File: config.mk
export PLATFORM = sky130hd
export DESIGN_NAME = fpu_issue_flat
export DESIGN_NICKNAME = d
export VERILOG_FILES = /design/src/rtl/fpu_pkg.sv /design/src/rtl/fpu_issue_if.sv /design/src/rtl/fpu_order_fifo.sv /design/src/rtl/fpu_issue.sv /design/src/flat_wrapper.sv
export SDC_FILE = /design/constraint.sdc
export NUM_CORES = 1
export LEC_CHECK = 0
export CAP_MARGIN = 15
export CORE_MARGIN = 2
export CORE_UTILIZATION = 47
export CTS_CLUSTER_DIAMETER = 40
export CTS_CLUSTER_SIZE = 14
export DETAILED_ROUTE_END_ITERATION = 16
export PLACE_DENSITY = 0.88
export SYNTH_ARGS = -nofsm -noshare
export SYNTH_HDL_FRONTEND = slang
export SYNTH_SLANG_ARGS = --single-unit
File: constraint.sdc
create_clock -name clk -period 2.8 [get_ports clk]
set_input_delay 0.84 -clock clk [delete_from_list [all_inputs] [get_ports clk]]
set_output_delay 0.84 -clock clk [all_outputs]
set_load 0.01 [all_outputs]
File: src/rtl/fpu_pkg.sv
// Shared constants and types for the FPU issue/retire front end.
package fpu_pkg;
    localparam int NUM_UNITS = 4;
    localparam int UW        = $clog2(NUM_UNITS);
    localparam int TAG_W     = 6;
    localparam int DEPTH     = 4;

    localparam logic [UW-1:0] FMUL  = UW'(0);
    localparam logic [UW-1:0] FADD  = UW'(1);
    localparam logic [UW-1:0] FDIV  = UW'(2);
    localparam logic [UW-1:0] FSQRT = UW'(3);

    typedef enum logic [1:0] {
        SLOT_EMPTY   = 2'd0,
        SLOT_PENDING = 2'd1,
        SLOT_DONE    = 2'd2
    } slot_st_e;
endpackage

File: src/rtl/fpu_issue_if.sv
// Core/unit/writeback signal bundle of the FPU issue block.
interface fpu_issue_if #(
    parameter int NUM_UNITS = 4,
    parameter int TAG_W     = 6
);
    localparam int IW = (NUM_UNITS > 1) ? $clog2(NUM_UNITS) : 1;

    // Handshakes: an op transfers on a cycle where op_valid && op_ready; the core
    // holds op_* stable until then. A unit takes its order when unit_order[u] &&
    // unit_accepted[u]. unit_done and wb_valid are single-cycle strobes, no stall.
    logic                   op_valid;
    logic                   op_ready;
    logic [IW-1:0]          op_unit;
    logic [TAG_W-1:0]       op_tag;
    logic [31:0]            op_rs1;
    logic [31:0]            op_rs2;
    logic [NUM_UNITS-1:0]   unit_order;
    logic [NUM_UNITS-1:0]   unit_accepted;
    logic [NUM_UNITS-1:0]   unit_done;
    logic [31:0]            unit_rs1;
    logic [31:0]            unit_rs2;
    logic [32*NUM_UNITS-1:0] unit_rd;
    logic                   wb_valid;
    logic [TAG_W-1:0]       wb_tag;
    logic [31:0]            wb_data;
    logic                   busy;
    logic                   proto_err;

    modport slave (
        input  op_valid, op_unit, op_tag, op_rs1, op_rs2,
        input  unit_accepted, unit_done, unit_rd,
        output op_ready, unit_order, unit_rs1, unit_rs2,
        output wb_valid, wb_tag, wb_data, busy, proto_err
    );

    modport master (
        output op_valid, op_unit, op_tag, op_rs1, op_rs2,
        output unit_accepted, unit_done, unit_rd,
        input  op_ready, unit_order, unit_rs1, unit_rs2,
        input  wb_valid, wb_tag, wb_data, busy, proto_err
    );
endinterface

File: src/rtl/fpu_order_fifo.sv
// Issue-order FIFO of unit indices; pointers carry one wrap bit so full/empty are exact.
module fpu_order_fifo #(
    parameter int DEPTH = 4,
    parameter int W     = 2
) (
    input  logic         clk,
    input  logic         rstn,
    input  logic         push,
    input  logic         pop,
    input  logic [W-1:0] din,
    output logic         full,
    output logic         empty,
    output logic [W-1:0] head
);
    localparam int AW = (DEPTH > 1) ? $clog2(DEPTH) : 1;
    localparam logic [AW:0] FULL_CNT = DEPTH[AW:0];

    logic [W-1:0] mem [DEPTH];
    logic [AW:0]  wr_ptr;
    logic [AW:0]  rd_ptr;
    logic [AW:0]  count;

    assign count = wr_ptr - rd_ptr;
    assign full  = (count == FULL_CNT);
    assign empty = (count == '0);
    assign head  = mem[rd_ptr[AW-1:0]];

    always_ff @(posedge clk) begin
        if (!rstn) begin
            wr_ptr <= '0;
            rd_ptr <= '0;
        end else begin
            if (push) begin
                mem[wr_ptr[AW-1:0]] <= din;
                wr_ptr              <= wr_ptr + 1'b1;
            end
            if (pop) begin
                rd_ptr <= rd_ptr + 1'b1;
            end
        end
    end
endmodule

File: src/rtl/fpu_issue.sv
// In-order issue/retire front end: one op per unit in flight, results written back in issue order.
module fpu_issue #(
    parameter int NUM_UNITS = fpu_pkg::NUM_UNITS,
    parameter int TAG_W     = fpu_pkg::TAG_W,
    parameter int DEPTH     = fpu_pkg::DEPTH
) (
    input  logic                   clk,
    input  logic                   rstn,
    fpu_issue_if.slave             bus,
    output logic [2*NUM_UNITS-1:0] dbg_slot_state
);
    import fpu_pkg::*;

    localparam int IW = (NUM_UNITS > 1) ? $clog2(NUM_UNITS) : 1;

    slot_st_e         slot_q [NUM_UNITS];
    slot_st_e         slot_d [NUM_UNITS];
    logic [TAG_W-1:0] tag_q  [NUM_UNITS];
    logic [TAG_W-1:0] tag_d  [NUM_UNITS];
    logic [31:0]      res_q  [NUM_UNITS];
    logic [31:0]      res_d  [NUM_UNITS];
    logic [31:0]      rd_arr [NUM_UNITS];

    logic                 wb_valid_q, proto_err_q, proto_err_d;
    logic [TAG_W-1:0]     wb_tag_q, wb_tag_d;
    logic [31:0]          wb_data_q, wb_data_d;
    logic [NUM_UNITS-1:0] order;
    logic                 issue, retire;
    logic                 fifo_full, fifo_empty;
    logic [IW-1:0]        head;

    fpu_order_fifo #(.DEPTH(DEPTH), .W(IW)) u_fifo (
        .clk   (clk),
        .rstn  (rstn),
        .push  (issue),
        .pop   (retire),
        .din   (bus.op_unit),
        .full  (fifo_full),
        .empty (fifo_empty),
        .head  (head)
    );

    // Issue eligibility looks only at start-of-cycle slot state and FIFO count.
    always_comb begin
        order = '0;
        for (int u = 0; u < NUM_UNITS; u++) begin
            order[u]  = bus.op_valid && (bus.op_unit == IW'(u)) &&
                        (slot_q[u] == SLOT_EMPTY) && !fifo_full;
            rd_arr[u] = bus.unit_rd[32*u +: 32];
        end
    end

    assign issue          = bus.unit_accepted[bus.op_unit] & order[bus.op_unit];
    assign bus.op_ready   = issue;
    assign bus.unit_order = order;
    assign bus.unit_rs1   = bus.op_rs1;
    assign bus.unit_rs2   = bus.op_rs2;
    assign bus.wb_valid   = wb_valid_q;
    assign bus.wb_tag     = wb_tag_q;
    assign bus.wb_data    = wb_data_q;
    assign bus.busy       = !fifo_empty;
    assign bus.proto_err  = proto_err_q;

    always_comb begin
        slot_d      = slot_q;
        tag_d       = tag_q;
        res_d       = res_q;
        proto_err_d = proto_err_q;
        wb_tag_d    = wb_tag_q;
        wb_data_d   = wb_data_q;
        retire      = 1'b0;
        for (int u = 0; u < NUM_UNITS; u++) begin
            if (issue && (bus.op_unit == IW'(u))) begin
                slot_d[u] = SLOT_PENDING;
                tag_d[u]  = bus.op_tag;
            end
            if (bus.unit_done[u]) begin
                if (slot_q[u] == SLOT_PENDING) begin
                    slot_d[u] = SLOT_DONE;
                    res_d[u]  = rd_arr[u];
                end else begin
                    proto_err_d = 1'b1;
                end
            end
        end
        // Head retires from its held result, or straight off the unit bus when done arrives now.
        if (!fifo_empty) begin
            if (slot_q[head] == SLOT_DONE) begin
                retire    = 1'b1;
                wb_data_d = res_q[head];
            end else if ((slot_q[head] == SLOT_PENDING) && bus.unit_done[head]) begin
                retire    = 1'b1;
                wb_data_d = rd_arr[head];
            end
            if (retire) begin
                wb_tag_d     = tag_q[head];
                slot_d[head] = SLOT_EMPTY;
            end
        end
    end

    always_ff @(posedge clk) begin
        if (!rstn) begin
            for (int u = 0; u < NUM_UNITS; u++) begin
                slot_q[u] <= SLOT_EMPTY;
                tag_q[u]  <= '0;
                res_q[u]  <= '0;
            end
            wb_valid_q  <= 1'b0;
            wb_tag_q    <= '0;
            wb_data_q   <= '0;
            proto_err_q <= 1'b0;
        end else begin
            slot_q      <= slot_d;
            tag_q       <= tag_d;
            res_q       <= res_d;
            wb_valid_q  <= retire;
            wb_tag_q    <= wb_tag_d;
            wb_data_q   <= wb_data_d;
            proto_err_q <= proto_err_d;
        end
    end

    always_comb begin
        dbg_slot_state = '0;
        for (int u = 0; u < NUM_UNITS; u++) begin
            dbg_slot_state[2*u +: 2] = slot_q[u];
        end
    end
endmodule

File: src/flat_wrapper.sv
// flat-port wrapper written by rule: the top's interface ports become plain ports
module fpu_issue_flat import fpu_pkg::*;
#(
    parameter int NUM_UNITS = fpu_pkg::NUM_UNITS,
    parameter int TAG_W     = fpu_pkg::TAG_W,
    parameter int DEPTH     = fpu_pkg::DEPTH
)
  (clk, rstn, dbg_slot_state, bus_op_valid, bus_op_unit, bus_op_tag, bus_op_rs1, bus_op_rs2, bus_unit_accepted, bus_unit_done, bus_unit_rd, bus_op_ready, bus_unit_order, bus_unit_rs1, bus_unit_rs2, bus_wb_valid, bus_wb_tag, bus_wb_data, bus_busy, bus_proto_err);
  fpu_issue_if #(.NUM_UNITS(NUM_UNITS), .TAG_W(TAG_W)) bus_i ();
  input  logic clk;
  input  logic rstn;
  output logic [2*NUM_UNITS-1:0] dbg_slot_state;
  input wire logic [$bits(bus_i.op_valid)-1:0] bus_op_valid;
  input wire logic [$bits(bus_i.op_unit)-1:0] bus_op_unit;
  input wire logic [$bits(bus_i.op_tag)-1:0] bus_op_tag;
  input wire logic [$bits(bus_i.op_rs1)-1:0] bus_op_rs1;
  input wire logic [$bits(bus_i.op_rs2)-1:0] bus_op_rs2;
  input wire logic [$bits(bus_i.unit_accepted)-1:0] bus_unit_accepted;
  input wire logic [$bits(bus_i.unit_done)-1:0] bus_unit_done;
  input wire logic [$bits(bus_i.unit_rd)-1:0] bus_unit_rd;
  output wire logic [$bits(bus_i.op_ready)-1:0] bus_op_ready;
  output wire logic [$bits(bus_i.unit_order)-1:0] bus_unit_order;
  output wire logic [$bits(bus_i.unit_rs1)-1:0] bus_unit_rs1;
  output wire logic [$bits(bus_i.unit_rs2)-1:0] bus_unit_rs2;
  output wire logic [$bits(bus_i.wb_valid)-1:0] bus_wb_valid;
  output wire logic [$bits(bus_i.wb_tag)-1:0] bus_wb_tag;
  output wire logic [$bits(bus_i.wb_data)-1:0] bus_wb_data;
  output wire logic [$bits(bus_i.busy)-1:0] bus_busy;
  output wire logic [$bits(bus_i.proto_err)-1:0] bus_proto_err;
  assign bus_i.op_valid = bus_op_valid;
  assign bus_i.op_unit = bus_op_unit;
  assign bus_i.op_tag = bus_op_tag;
  assign bus_i.op_rs1 = bus_op_rs1;
  assign bus_i.op_rs2 = bus_op_rs2;
  assign bus_i.unit_accepted = bus_unit_accepted;
  assign bus_i.unit_done = bus_unit_done;
  assign bus_i.unit_rd = bus_unit_rd;
  assign bus_op_ready = bus_i.op_ready;
  assign bus_unit_order = bus_i.unit_order;
  assign bus_unit_rs1 = bus_i.unit_rs1;
  assign bus_unit_rs2 = bus_i.unit_rs2;
  assign bus_wb_valid = bus_i.wb_valid;
  assign bus_wb_tag = bus_i.wb_tag;
  assign bus_wb_data = bus_i.wb_data;
  assign bus_busy = bus_i.busy;
  assign bus_proto_err = bus_i.proto_err;
  fpu_issue #(.NUM_UNITS(NUM_UNITS), .TAG_W(TAG_W), .DEPTH(DEPTH)) u_core (.clk(clk), .rstn(rstn), .bus(bus_i), .dbg_slot_state(dbg_slot_state));
endmodule
Word-level counts from Yosys, hierarchy flattened

Memories as Yosys holds them, arrays and structs flattened. A register that Yosys moved wholly into a read port is not among the register bits.
Cells that the tools add are included.

Add/subtract/negate cells: 3
$mul: 0
Divide/modulo/power cells: 0
Order comparisons: 4
Equality and inequality tests: 10
Shift-type cells: 0
Mux-type cells: 53
Bitwise operators: 5
Reductions and logical operators: 33

Operator list:

| kind                                                     | number |
|---|---|
| two-way mux 32 bit                                       | 6 |
| binary-select mux 32 bit (select 2 bit)                  | 2 |
| two-way mux 2 bit                                        | 17 |
| logical AND 1 bit                                        | 18 |
| two-way mux 1 bit                                        | 18 |
| two-way mux 8 bit                                        | 2 |
| binary-select mux 6 bit (select 2 bit)                   | 1 |
| == test 2 x 1 -> 1 bit, second input constant            | 6 |
| two-way mux 6 bit                                        | 2 |
| AND reduction 2 bit                                      | 6 |
| zero test 2 bit                                          | 5 |
| bitwise AND 8 bit                                        | 1 |
| inverter 8 bit                                           | 1 |
| adder 3 x 1 -> 3 bit, second input constant              | 2 |
| binary-select mux 1 bit (select 2 bit)                   | 3 |
| == test 2 bit, second input constant                     | 3 |
| < comparator 2 x 3 -> 1 bit, second input constant       | 2 |
| binary-select mux 2 bit (select 2 bit)                   | 1 |
| demux 2 bit (select 2 bit)                               | 1 |
| == test 3 bit, second input constant                     | 1 |
| greater-or-equal comparator 3 bit, second input constant | 1 |
| zero test 3 bit                                          | 1 |
| < comparator 3 x 1 -> 1 bit, second input constant       | 1 |
| inverter 2 -> 3 bit                                      | 1 |
| other kinds (5)                                          | 6 |

Bits in registers: 206
Bits in latches: 0
Bits in writable memories: 8
Memory bits (read-only): 0
Input port bits: 211
Output and inout port bits: 118
Logic and storage cells: 127
Memories: 1

Memories:

| name              | words | width | read ports | clocked after Yosys merged registers in | wr ports | RTL line             | source |
|---|---|---|---|---|---|---|---|
| u_core.u_fifo.mem | 4     | 2     | 1          | 1                                       | 1        | fpu_order_fifo.sv:18 | `logic [W-1:0] mem [DEPTH];` |

Depth between registers and ports, before layout

Word-level depth: 14
Gate-level depth with buffers: 11
Depth with buffers taken out: 8

Modules after synthesis

Synthesis repeated with hierarchy kept, for this count alone.

Cells, all modules: 1088
Area total of the unflattened synthesis: 10590.2 sq um

Modules (own cells, without submodules):

| module         | instances | cells each | area each (sq um) |
|---|---|---|---|
| fpu_issue      | 1         | 1034       | 9865.7 |
| fpu_order_fifo | 1         | 54         | 724.4 |

Worst setup path before layout

Ideal clock, no wire load.

Path kind: input port to output port
Start: input port bus_op_unit[0]
End: output port bus_op_ready
Data arrival time: 1.982 ns
Required time: 1.960 ns
Setup slack: -0.022 ns
Stages: 3
Path buffers: 0
Cells stage by stage: inv_1 > mux4_2 > a311oi_2

Longest elaborated chain between the ends: 7
Elaborated cells on any way between the ends: 21

Ends and longest elaborated chain:

| what                                           | RTL line           | source |
|---|---|---|
| from (decl)                                    | flat_wrapper.sv:14 | `input wire logic [$bits(bus_i.op_unit)-1:0] bus_op_unit;` |
| == test 2 x 1 -> 1 bit (tied with other cells) | fpu_issue.sv:47    | `order[u] = bus.op_valid && (bus.op_unit == IW'(u)) &&` |
| logical AND 1 bit (2 in series)                | fpu_issue.sv:47    |  |
| logical AND 1 bit                              | fpu_issue.sv:48    | `(slot_q[u] == SLOT_EMPTY) && !fifo_full;` |
| binary-select mux 1 bit (select 2 bit)         | fpu_issue.sv:53    | `assign issue = bus.unit_accepted[bus.op_unit] & order[bus.op_unit];` |
| two-way mux 1 bit (not written as such)        | fpu_issue.sv:53    |  |
| bitwise AND 1 bit *                            | fpu_issue.sv:53    |  |
| to (decl)                                      | flat_wrapper.sv:21 | `output wire logic [$bits(bus_i.op_ready)-1:0] bus_op_ready;` |

Every way passes the cells marked *; elsewhere a longest branch is shown, timed or not. The select of a mux whose other input is x is not followed.

Final worst setup path

Start: register u_core.u_fifo.wr_ptr[0]
End: output port bus_unit_order[3]

Longest elaborated chain between the ends: 4

Ends and longest elaborated chain:

| what                   | RTL line             | source |
|---|---|---|
| from (decl)            | fpu_order_fifo.sv:19 | `logic [AW:0] wr_ptr;` |
| from (signal assigned) | fpu_order_fifo.sv:35 | `wr_ptr <= wr_ptr + 1'b1;` |
| subtractor 3 bit       | fpu_order_fifo.sv:23 | `assign count = wr_ptr - rd_ptr;` |
| == test 3 bit          | fpu_order_fifo.sv:24 | `assign full = (count == FULL_CNT);` |
| zero test 1 bit        | fpu_issue.sv:48      |  |
| logical AND 1 bit      | fpu_issue.sv:48      |  |
| to (decl)              | flat_wrapper.sv:22   | `output wire logic [$bits(bus_i.unit_order)-1:0] bus_unit_order;` |

No other way between the ends.

==> flow_summary.ini <==
[status]
status = complete, but fails checks
violations = negative setup slack

[pwr]
peakVddDrop_mv = 0.569
internal_power_uw = 6340
p_leak_uw = 0.00502
p_per_area_mw_per_mm2 = 597
switching_power_uw = 2010
power_frac_clock = 0.503
combinationalPowerShare = 0.115
p_total_uw = 8350
swShare = 0.241
power_frac_seq = 0.382

[sta]
rsz0062_at_grt = true
fin_skew_ps = 16.7
worst_slack_ps = -82.8
maxSlewHeadroom = 0.384
setup_viol = 5
max_freq_mhz = 347
period_minus_slack_ps = 2880
hold_viol = 0
fin_hold_ws_ps = 452
post-route-period-util = 1.03
worst_slew_pin_slew_ps = 924
slew_viol_final = 0

[cells_and_area]
area_delta_synth_final_pct = 31.7
layout.cells.most_common = nand2_1
antenna_cells = 0
post-route-util = 0.635
fillers = 1696
seqCellArea_mm2 = 0.00441
layout_common_cells = 259 x nand2_1, 202 x dfxtp_1, 188 x clkdlybuf4s50_1
design_area_mm2 = 0.0140
multiInputGateArea_mm2 = 0.00538
final_nets = 1464
drive_gt1_frac = 0.211

[drt]
wl_per_cell_um = 20.7
wirelength_mm = 32.1
drt_iter0_drc = 677
antenna_left = 0
vias_per_cell = 5.87
drtPass1Iterations = 6
dr_total_vias = 9098
drc = 0

[floorplan]
start_util = 0.482
boundaryPins = 329
die_y_um = 154
die_area_mm2 = 0.0238
core_mm2 = 0.0220
die_w_um = 154
rows = 54

[cts]
cts-buffers-inserted = 31
cts_sinks = 216
cts_tree = yes
insertion_delay_ps = 540
clock_path_buffers = 3
htree_levels = 1
clockRootBuffer = clkbuf_16
clk_pin_slew_ps = 60

[yosys]
synth_warnings = 0
avgSynthCellArea_um2 = 9.65
synthDistinctLibCells = 42
syn_inst = 1100
ys_async_sr_fraction = 0
synth_fp_nets = 1318
synth-seq-cells = 216
synth-seq-area-share = 0.415
synth-edff-count = 8
ys.flop_type = dfxtp_1
synthesis.area_mm2 = 0.0106

[hold_path]
hold-path-cell-count = 2
hold_path_startpoint = u_core.res_q[49]
min_path_type = flop to flop
hold-path-endpoint = u_core.res_q[49]

[worst_setup_path]
critPathLaunchType = flop
cp-end-kind = primary output
r2r_end = u_core.bus.wb_data[12]
cpPeakStageDelay_ps = 330
worstPathArrival_ps = 2040
rrSetupSlack_ps = 140
crit_start = u_core.u_fifo.wr_ptr[0]
cp_max_fo = 3
rr_worst_depth = 7
crit_path_top_delay_cell = dfxtp_2
worstPathCellList = inv_2, ha_4, nor2b_4, xnor2_2, buf_4, nand3_2, nand2_2, nor4_2, buf_2
critical_path.top_delay_family = simple AND/OR/NAND/NOR gates
critPathKind = flop to primary output
worst-path-buf-inv = 3
required_ps = 1960

[global_route]
grt_overflow = 0
grt_pass1_wl_mm = 48.8
grt_max_degree = 48
antenna_found_initial = 0
grt_util_all_layers = 0.257
grt_pass1_vias = 9478

[placed_design]
port_buffers = 200
placed_area_mm2 = 0.0127
gp_congestion = 0.806
place_hpwl_mm = 20.4

[run]
maxCapViolations = 0
==> repair_timing <==
item / in CTS / in global routing
endpoints found under the setup margin: 6 / 20
cloned: 0 / 0
buffers inserted: 6 / 5
hold buffers: 0 / 0
resized for setup: 50 / 12
pin swaps: 4 / 4
==> synth_stat cells, drive strengths merged (11+ instances only) <==
cell	count	area [µm²]
nand2	263	992
dfxtp	208	4160
a21oi	141	706
buf	97	714
mux4	74	1670
mux2i	66	661
clkbuf	52	195
nor2	40	155
nor3	36	230
a211oi	32	305
inv	12	47.6
o21ai	11	55.1
==> kinds of logic after synthesis <==
logic type,synth area share
AOI/OAI and AO/OA,0.107
and+or+nand+nor,0.155
DFF,0.415
buffers and inverters,0.0902
adders and majority gates,0.00825
muxes,0.221
xor gates and xnor gates,0.00330
==> state kept, by name (all words and copies together), names as in the netlist, named ones only <==
register               flops
u_core.bus.wb_valid        1
u_core.u_fifo.mem          8
u_core.res_q             128
u_core.bus.wb_tag          6
u_core.tag_q              24
u_core.bus.proto_err       1
u_core.dbg_slot_state      8
u_core.u_fifo.rd_ptr       3
u_core.bus.wb_data        32
u_core.u_fifo.wr_ptr       3
==> worst max-delay path by stage <==
stage | end | slack [ps] | cells past startpoint
after global routing | bus_unit_order[3] | -160 | 9
after floorplan | bus_op_ready | 60 | 3
final | bus_unit_order[3] | -80 | 9
after detailed placement | bus_op_ready | -810 | 5
after CTS | bus_op_ready | -80 | 8
after global placement | bus_op_ready | -750 | 5
==> per-stage QoR <==
stage	setup WS, ps	setup TNS, ps	instances
3_5_place_dp	-806	-9790	1482
2_1_floorplan	58.3	0	1100
4_1_cts	-78.0	-224	1544
5_1_grt	-164	-598	1549
3_3_place_gp	-749	-7740	1482
6_report	-82.8	-280	1549
==> worst reg2reg max path, cell delays in order (launching register included) <==
cell and delay (ps):
dfxtp_1 390, mux4_4 790, mux2i_1 210, mux2_2 330, nand2_2 130, buf_4 320, mux2i_1 290, a211oi_1 100
==> routing by layer <==
metal	routed length [µm]	up-vias	global-route usage
li1	-	4089	-
met1	11800	4418	0.290
met2	16400	489	0.466
met3	2700	102	0.0602
met4	1200	0	0.109
met5	0	-	0
==> final cells by class <==
| type | instances | share of cell area |
|---|---|---|
| Tap cell | 280 | 0.0251 |
| Clock inverter | 22 | 0.0226 |
| Sequential cell | 216 | 0.316 |
| Clock buffer | 34 | 0.0577 |
| Multi-Input combinational cell | 723 | 0.385 |
| Timing Repair Buffer | 262 | 0.191 |
| Inverter | 12 | 0.00376 |
==> power by group through the flow <==
stage	sequential (µW)	combinational, µW	clock [µW]
after floorplan	3250	552	0
final	3190	958	4200
after detailed placement	3250	924	0
after global routing	3190	1010	4370
after global placement	3250	905	0
after CTS	3190	940	4220
(Power assumes the default switching activity.)
